==> src/rtl/time_announce_if.sv <==
// time_announce_if: request/alarm inputs and playlist/status outputs of the time announcer.
//   master: drives announce_req, hourly_mode, hour, minute, alarm_fire, alarm_ack
//   slave : drives playlist_no, aud_en, alarm_en, alarm_beep, busy, done, err
interface time_announce_if;
   logic        announce_req;
   logic        hourly_mode;
   logic [4:0]  hour;
   logic [5:0]  minute;
   logic        alarm_fire;
   logic        alarm_ack;
   logic [19:0] playlist_no;
   logic        aud_en;
   logic        alarm_en;
   logic        alarm_beep;
   logic        busy;
   logic        done;
   logic        err;
   modport master (
      output announce_req, hourly_mode, hour, minute, alarm_fire, alarm_ack,
      input  playlist_no, aud_en, alarm_en, alarm_beep, busy, done, err
   );
   modport slave (
      input  announce_req, hourly_mode, hour, minute, alarm_fire, alarm_ack,
      output playlist_no, aud_en, alarm_en, alarm_beep, busy, done, err
   );
endinterface

==> src/rtl/time_announce_ctrl.sv <==
// time_announce_ctrl: speaks the time as a clip playlist and runs a self-stopping alarm tone.
//   clk      : system clock, rising edge
//   sysreset : synchronous active-low reset
//   bus      : time_announce_if.slave (requests in, playlist/enables/status out)
module time_announce_ctrl #(
   parameter int CLIP_CYCLES = 100000000,
   parameter int BEEP_CYCLES = 50000000,
   parameter int ALARM_BEEPS = 60
) (
   input logic           clk,
   input logic           sysreset,
   time_announce_if.slave bus
);
   localparam int CW = $clog2(4 * CLIP_CYCLES + 1);
   localparam int HW = $clog2(BEEP_CYCLES + 1);
   localparam int PW = $clog2(ALARM_BEEPS + 1);
   typedef enum logic [2:0] {IDLE, LOAD, PLAY, DONE, ALARM} state_t;
   state_t state, nxt;
   logic [CW-1:0] cnt, play_last;
   logic [HW-1:0] hcnt;
   logic [PW-1:0] pcnt;
   logic          beep, err_q, valid, half_end, beep_end;
   logic [19:0]   playlist;
   logic [4:0]    hr_m, hr_code, tens_code, unit_code, ap_code;
   always_comb begin
      valid     = bus.hour <= 5'd23 && bus.minute <= 6'd59;
      hr_m      = bus.hour >= 5'd12 ? bus.hour - 5'd12 : bus.hour;
      hr_code   = hr_m == 5'd0 ? 5'd12 : hr_m;
      tens_code = (bus.minute == 6'd0 || bus.hourly_mode) ? 5'd20 :
                  bus.minute < 6'd10 ? 5'd28 : 5'(6'd20 + bus.minute / 6'd10);
      unit_code = (bus.hourly_mode || bus.minute % 6'd10 == 6'd0) ? 5'd0 : 5'(bus.minute % 6'd10);
      ap_code   = bus.hour < 5'd12 ? 5'd26 : 5'd27;
      // only the units word can be skipped, so a playlist is three or four clips long
      play_last = playlist[14:10] != 5'd0 ? CW'(4 * CLIP_CYCLES - 1) : CW'(3 * CLIP_CYCLES - 1);
      half_end  = hcnt == HW'(BEEP_CYCLES - 1);
      // a full period ends at the last cycle of the low half
      beep_end  = half_end && !beep && pcnt == PW'(ALARM_BEEPS - 1);
   end
   always_ff @(posedge clk)
      if (!sysreset) state <= IDLE;
      else state <= nxt;
   always_comb begin
      nxt = state;
      case (state)
         IDLE:    nxt = bus.announce_req && valid ? LOAD : IDLE;
         LOAD:    nxt = PLAY;
         PLAY:    nxt = cnt == play_last ? DONE : PLAY;
         DONE:    nxt = IDLE;
         ALARM:   nxt = bus.alarm_ack || beep_end ? IDLE : ALARM;
         default: nxt = IDLE;
      endcase
      if (bus.alarm_fire && state != ALARM) nxt = ALARM;
   end
   always_comb begin
      bus.playlist_no = playlist;
      bus.aud_en      = state == PLAY;
      bus.alarm_en    = state == ALARM;
      bus.alarm_beep  = state == ALARM && beep;
      bus.busy        = state != IDLE;
      bus.done        = state == DONE;
      bus.err         = err_q;
   end
   always_ff @(posedge clk)
      if (!sysreset) begin
         playlist <= '0;
         cnt      <= '0;
         hcnt     <= '0;
         pcnt     <= '0;
         beep     <= 1'b0;
         err_q    <= 1'b0;
      end else begin
         err_q <= state == IDLE && bus.announce_req && !valid && !bus.alarm_fire;
         if (state == LOAD) playlist <= {ap_code, unit_code, tens_code, hr_code};
         cnt <= state == PLAY && nxt == PLAY ? cnt + CW'(1) : '0;
         // beep is preloaded high outside ALARM so the entry cycle sounds
         if (state != ALARM) begin
            hcnt <= '0;
            pcnt <= '0;
            beep <= 1'b1;
         end else if (half_end) begin
            hcnt <= '0;
            beep <= ~beep;
            pcnt <= pcnt + PW'(!beep);
         end else hcnt <= hcnt + HW'(1);
      end
endmodule

==> src/flat_wrapper.sv <==
// flat-port wrapper written by rule: the top's interface ports become plain ports
module time_announce_ctrl_flat 
#(
   parameter int CLIP_CYCLES = 100000000,
   parameter int BEEP_CYCLES = 50000000,
   parameter int ALARM_BEEPS = 60
)
  (clk, sysreset, bus_announce_req, bus_hourly_mode, bus_hour, bus_minute, bus_alarm_fire, bus_alarm_ack, bus_playlist_no, bus_aud_en, bus_alarm_en, bus_alarm_beep, bus_busy, bus_done, bus_err);
  time_announce_if bus_i ();
  input logic clk;
  input logic sysreset;
  input wire logic [$bits(bus_i.announce_req)-1:0] bus_announce_req;
  input wire logic [$bits(bus_i.hourly_mode)-1:0] bus_hourly_mode;
  input wire logic [$bits(bus_i.hour)-1:0] bus_hour;
  input wire logic [$bits(bus_i.minute)-1:0] bus_minute;
  input wire logic [$bits(bus_i.alarm_fire)-1:0] bus_alarm_fire;
  input wire logic [$bits(bus_i.alarm_ack)-1:0] bus_alarm_ack;
  output wire logic [$bits(bus_i.playlist_no)-1:0] bus_playlist_no;
  output wire logic [$bits(bus_i.aud_en)-1:0] bus_aud_en;
  output wire logic [$bits(bus_i.alarm_en)-1:0] bus_alarm_en;
  output wire logic [$bits(bus_i.alarm_beep)-1:0] bus_alarm_beep;
  output wire logic [$bits(bus_i.busy)-1:0] bus_busy;
  output wire logic [$bits(bus_i.done)-1:0] bus_done;
  output wire logic [$bits(bus_i.err)-1:0] bus_err;
  assign bus_i.announce_req = bus_announce_req;
  assign bus_i.hourly_mode = bus_hourly_mode;
  assign bus_i.hour = bus_hour;
  assign bus_i.minute = bus_minute;
  assign bus_i.alarm_fire = bus_alarm_fire;
  assign bus_i.alarm_ack = bus_alarm_ack;
  assign bus_playlist_no = bus_i.playlist_no;
  assign bus_aud_en = bus_i.aud_en;
  assign bus_alarm_en = bus_i.alarm_en;
  assign bus_alarm_beep = bus_i.alarm_beep;
  assign bus_busy = bus_i.busy;
  assign bus_done = bus_i.done;
  assign bus_err = bus_i.err;
  time_announce_ctrl #(.CLIP_CYCLES(CLIP_CYCLES), .BEEP_CYCLES(BEEP_CYCLES), .ALARM_BEEPS(ALARM_BEEPS)) u_core (.clk(clk), .sysreset(sysreset), .bus(bus_i));
endmodule
==> config.mk <==
export PLATFORM = sky130hd
export DESIGN_NAME = time_announce_ctrl_flat
export DESIGN_NICKNAME = d
export VERILOG_FILES = /design/src/rtl/time_announce_if.sv /design/src/rtl/time_announce_ctrl.sv /design/src/flat_wrapper.sv
export SDC_FILE = /design/constraint.sdc
export NUM_CORES = 1
export LEC_CHECK = 0
export BUFFER_PORTS_ARGS = -buffer_cell sky130_fd_sc_hd__buf_2
export CAP_MARGIN = 20
export CORE_MARGIN = 1.5
export CORE_UTILIZATION = 60
export DETAILED_ROUTE_END_ITERATION = 10
export GPL_ROUTABILITY_DRIVEN = 1
export GPL_TIMING_DRIVEN = 0
export MAX_ROUTING_LAYER = met4
export PLACE_DENSITY = 0.81
export SLEW_MARGIN = 30
export SYNTH_ARGS = -nofsm -noshare
export SYNTH_HDL_FRONTEND = slang
export SYNTH_SLANG_ARGS = --single-unit
export TNS_END_PERCENT = 50
==> constraint.sdc <==
create_clock -name clk -period 4.3 [get_ports clk]
set_input_delay 0.645 -clock clk [delete_from_list [all_inputs] [get_ports clk]]
set_output_delay 0.645 -clock clk [all_outputs]
set_load 0.005 [all_outputs]
; Yosys cells after proc, flatten, opt, wreduce, memory -nomap -nowiden
; Cells that the tools add are included.
[classes]
n_addsub = 5
div_mod_pow = 2
magnitude_cmp = 5
eq_ne = 9
n_mux = 14
bitwise_logic = 2
reduce_logical = 26
[op_table]
columns = cell, count
row1 = $add 29x1->29 const B, 1
row2 = $eq 29x29->1, 1
row3 = $mux 27, 1
row4 = $add 26x1->26 const B, 1
row5 = $eq 26x26->1 const B, 1
row6 = $mux 5, 5
row7 = $logic_not 6->1, 2
row8 = $pmux 3 s4, 1
row9 = $logic_and 1x1->1, 10
row10 = $eq 3x2->1 const B, 3
row11 = $add 6x1->6, 1
row12 = $div 6x4->6 const B, 1
row13 = $eq 6x6->1 const B, 1
row14 = $le 6x6->1 const B, 1
row15 = $lt 6x4->1 const B, 1
row16 = $mod 6x4->6 const B, 1
row17 = $mux 3, 2
row18 = $add 5x5->5 const A, 1
row19 = $ge 5x4->1 const B, 1
row20 = $le 5x5->1 const B, 1
row21 = $logic_not 5->1, 1
row22 = $lt 5x4->1 const B, 1
row23 = $mux 1, 5
row24 = $reduce_bool 5->1, 1
row25 = other kinds (13), 18
[word_totals]
ff_bits = 86
out_inout_bits = 26

; Logic depth before layout (Yosys ltp)
[logic_depth]
word_depth = 10
mapped_depth = 7
ltp_nobuf = 6

; Worst setup path before layout
; Ideal clock, no wire load.
[synth_path]
path_kind = input to register
from = in bus_hour[2]
to = reg u_core.playlist[3] (netlist: u_core.bus.playlist_no[3])
arrival_ns = 1.893
t_required_ns = 4.240
slack_ns = 2.348
path_stages = 6
cell_sequence = clkbuf_1 -> nor4bb_1 -> a2111oi_0 -> a211oi_1 -> o31ai_1 -> and2_1
[synth_via]
elab_chain_cells = 4
word_cells_on_any_way = 5
cone_classes = add/sub: 1 / order compare: 1 / mux: 2 / reduce/logical: 1
[synth_lines]
columns = element, line
row1 = "start, declared", flat_wrapper.sv:14  ; input wire logic [$bits(bus_i.hour)-1:0] bus_hour;
row2 = $sub 5x4->5 / $ge 5x4->1 (equally long branches), time_announce_ctrl.sv:27  ; hr_m = bus.hour >= 5'd12 ? bus.hour - 5'd12 : bus.hour;
row3 = $mux 5 *, time_announce_ctrl.sv:27
row4 = $logic_not 5->1, time_announce_ctrl.sv:28  ; hr_code = hr_m == 5'd0 ? 5'd12 : hr_m;
row5 = $mux 5 *, time_announce_ctrl.sv:28
row6 = "end signal, assigned", time_announce_ctrl.sv:73  ; if (state == LOAD) playlist <= {ap_code, unit_code, tens_code, hr_code};
row7 = "end, declared", time_announce_ctrl.sv:23  ; logic [19:0] playlist;
; Mark *: on every way between the ends. The rest lies on a longest branch, timed or not.
; A chain may end at the register's enable or synchronous reset.

; Worst setup path after layout
[layout_path]
from = reg u_core.state[0]
to = out bus_alarm_beep
[layout_via]
elab_chain_cells = 2
[layout_lines]
columns = element, line
row1 = "start, declared", time_announce_ctrl.sv:18  ; state_t state, nxt;
row2 = "start signal, assigned", time_announce_ctrl.sv:41  ; else state <= nxt;
row3 = $eq 3x3->1, time_announce_ctrl.sv:58  ; bus.alarm_beep = state == ALARM && beep;
row4 = $logic_and 1x1->1, time_announce_ctrl.sv:58
row5 = "end, declared", flat_wrapper.sv:21  ; output wire logic [$bits(bus_i.alarm_beep)-1:0] bus_alarm_beep;
; No other way between the ends.

==> out/results.ini <==
[cells_and_area]
antenna_cells=0
nets=554
drive_gt1_share_pct=14.3
area_growth_pct=12.3
seq_area_um2=1640
multiInputGateArea_um2=2310
fill_cells=553

[place]
dpl.hpwl_mm=6.29
gp_congestion=0.890
portBuffers=38
pre_cts_ws_ns=2.03

[global_route]
grt_pass1_wl_mm=14.8
grt_max_degree=14
track_usage_pct=25.4
grt_antenna_before_repair=0
grt_pass1_vias=3346
gr-total-overflow=0

[detailed_routing]
ant_nets=0
drc=0
drt_wl_total_mm=8.63
drt-vias-per-instance=5.72
drtIter0Drc=158
via_count=3532
wl_per_cell_um=14.0
dr.pass1.iters=4

[power]
power_density_nw_per_um2=319
finalPower_w=0.00148
p_leak_nw=1.72
vdd_ir_drop_max_uv=262

[synthesis]
synth.top_cell.area_share_pct=39.7
syn_inst=483
synthFlopType=dfxtp_1
ys_seq_area_share_pct=39.7
yosysWarnings=0
synth_top_area_cell=dfxtp_1
synth_most_common_cell=dfxtp_1
synth_common_cells=dfxtp_1, nor2_1, nand2_1, nand3_1, xor2_1
syn-num-nets=505
synth.area.top_cells=dfxtp_1, nor2_1, xor2_1, xnor2_1, nand3_1
async_flop_share_pct=0
ys_ff_latch=82
synth_edf_count=0
syn_area_um2=4130
avgSynthCellArea_um2=8.55
yosysUniqueCellTypes=65

[hold_path]
min_path_type=flip-flop to flip-flop

[sta]
finalMaxSlewViolations=0
tns_ns=0
skew_ns=0.0102
worst_pin_slew_ns=0.626
setup_violations=0
clock.fmax_mhz=447
fin_ws_ns=2.06
final.period_utilization_pct=52.1
relSlewSlack_pct=57.9
rsz0062_at_grt=false
hold_viol=0
fin_crit_ns=2.24

[critical_path]
critPathKind=flip-flop to output port
cp_cell_sequence=clkbuf_1, nor3b_2, and2_1, buf_2
required_ns=3.65
cp-start-kind=flip-flop
crit_fanout=8
max_stage_delay_ns=0.44
worstSetupEndpointType=output port
crit_arrival_ns=1.59
critPathSlowestCell=nor3b_2

[cts]
clockBufferDepth=2
cts_sinks=82
cts_buffers=9
cts-root-buf=clkbuf_8
cts_hold_buf=0
clock_latency_ns=0.35
htreeDepth=3
cts_setup_buffers=0
cts_tree=yes
clkTransAtPathRegs_ns=0.08
cts.repair.resized=0

[floorplan]
die_y_um=86.0
fp-row-count=30
dieArea_um2=7390
coreArea_um2=6720
initial_core_util_pct=61.5
ioPinCount=43
die_w_um=86.0

[flow_run]
drv_cap=0

[status]
status=complete, no violations

## kinds of logic after synthesis
kind of cell,synth area share [%]
compound gates,10.1
xor+xnor,11.2
fa+ha+maj,1.51
buf+inv,4.21
flops,39.7
mux,0.485
other cells,0.0908
simple gates,32.6
## worst max-delay path, delay by kind of cell (launching register included)
kind / cells / cell delay, ns
buf+inv: 2 / 0.30
simple gates: 2 / 0.64
flops: 1 / 0.30
## layout make-up
cell class | count | share of cell area, %
buffer | 25 | 2.78
timing repair buffer | 38 | 4.10
clock buffer | 11 | 3.05
clock inverter | 5 | 1.67
tap | 80 | 2.16
sequential | 82 | 35.4
multi-input combinational | 364 | 49.9
inverter | 12 | 0.971
## layout by cell type, fill, tap and decap left out, drive strengths merged, types with 5 or more instances in the layout
master and count:
a21oi 14, and2 8, and3 11, and4 6, buf 47, clkbuf 27, dfxtp 82, ha 5
inv 12, nand2 36, nand2b 5, nand3 34, nand3b 6, nand4 11, nor2 71, nor3 10
nor3b 8, nor4 11, o21ai 13, o31ai 7, or3 7, xnor2 24, xor2 29
## power by group
| group | internal, W | switching [W] | total [W] | leakage, nW |
|---|---|---|---|---|
| Combinational | 0.0000406 | 0.0000590 | 0.0000996 | 0.945 |
| Clock | 0.000341 | 0.000269 | 0.000611 | 0.109 |
| Sequential | 0.000766 | 0.00000563 | 0.000771 | 0.662 |
| Total | 0.00115 | 0.000334 | 0.00148 | 1.72 |
## sequential cells by signal, indices dropped and copies added, names as in the netlist
register                count
u_core.bus.err              1
u_core.state                3
u_core.cnt                 29
u_core.hcnt                26
u_core.bus.playlist_no     16
u_core.pcnt                 6
u_core.beep                 1
## per-stage QoR
stage	instances	area [µm²]	utilization, %	hold WS (ns)
after floorplan	483	4130	-	0.430
after global placement	601	4420	65.8	0.440
after detailed placement	601	4420	65.8	0.459
after CTS	617	4640	69.1	0.468
after global routing	617	4640	69.1	0.480
final	617	4640	69.1	0.470
## layer usage
| layer | vias up | global-route usage [%] | wire [µm] |
|---|---|---|---|
| li1 | 1787 | - | - |
| met1 | 1684 | 30.8 | 4070 |
| met2 | 49 | 41.5 | 4240 |
| met3 | 12 | 6.93 | 221 |
| met4 | 0 | 7.48 | 97 |
| met5 | - | - | 0 |
## final timing paths
check / start / to / slack, ns / cells past startpoint
hold / removal: u_core.bus.playlist_no[0]$_SDFFE_PN0P_ / u_core.bus.playlist_no[0]$_SDFFE_PN0P_ / 0.47 / 2
setup / recovery: u_core.state[0]$_SDFF_PN0_ / bus_alarm_beep / 2.06 / 4
setup reg to reg: u_core.hcnt[0]$_SDFF_PP0_ / u_core.hcnt[25]$_SDFF_PP0_ / 2.18 / 7
hold reg to reg: u_core.bus.playlist_no[0]$_SDFFE_PN0P_ / u_core.bus.playlist_no[0]$_SDFFE_PN0P_ / 0.47 / 2
No activity file was read; power rests on OpenSTA's default activity.
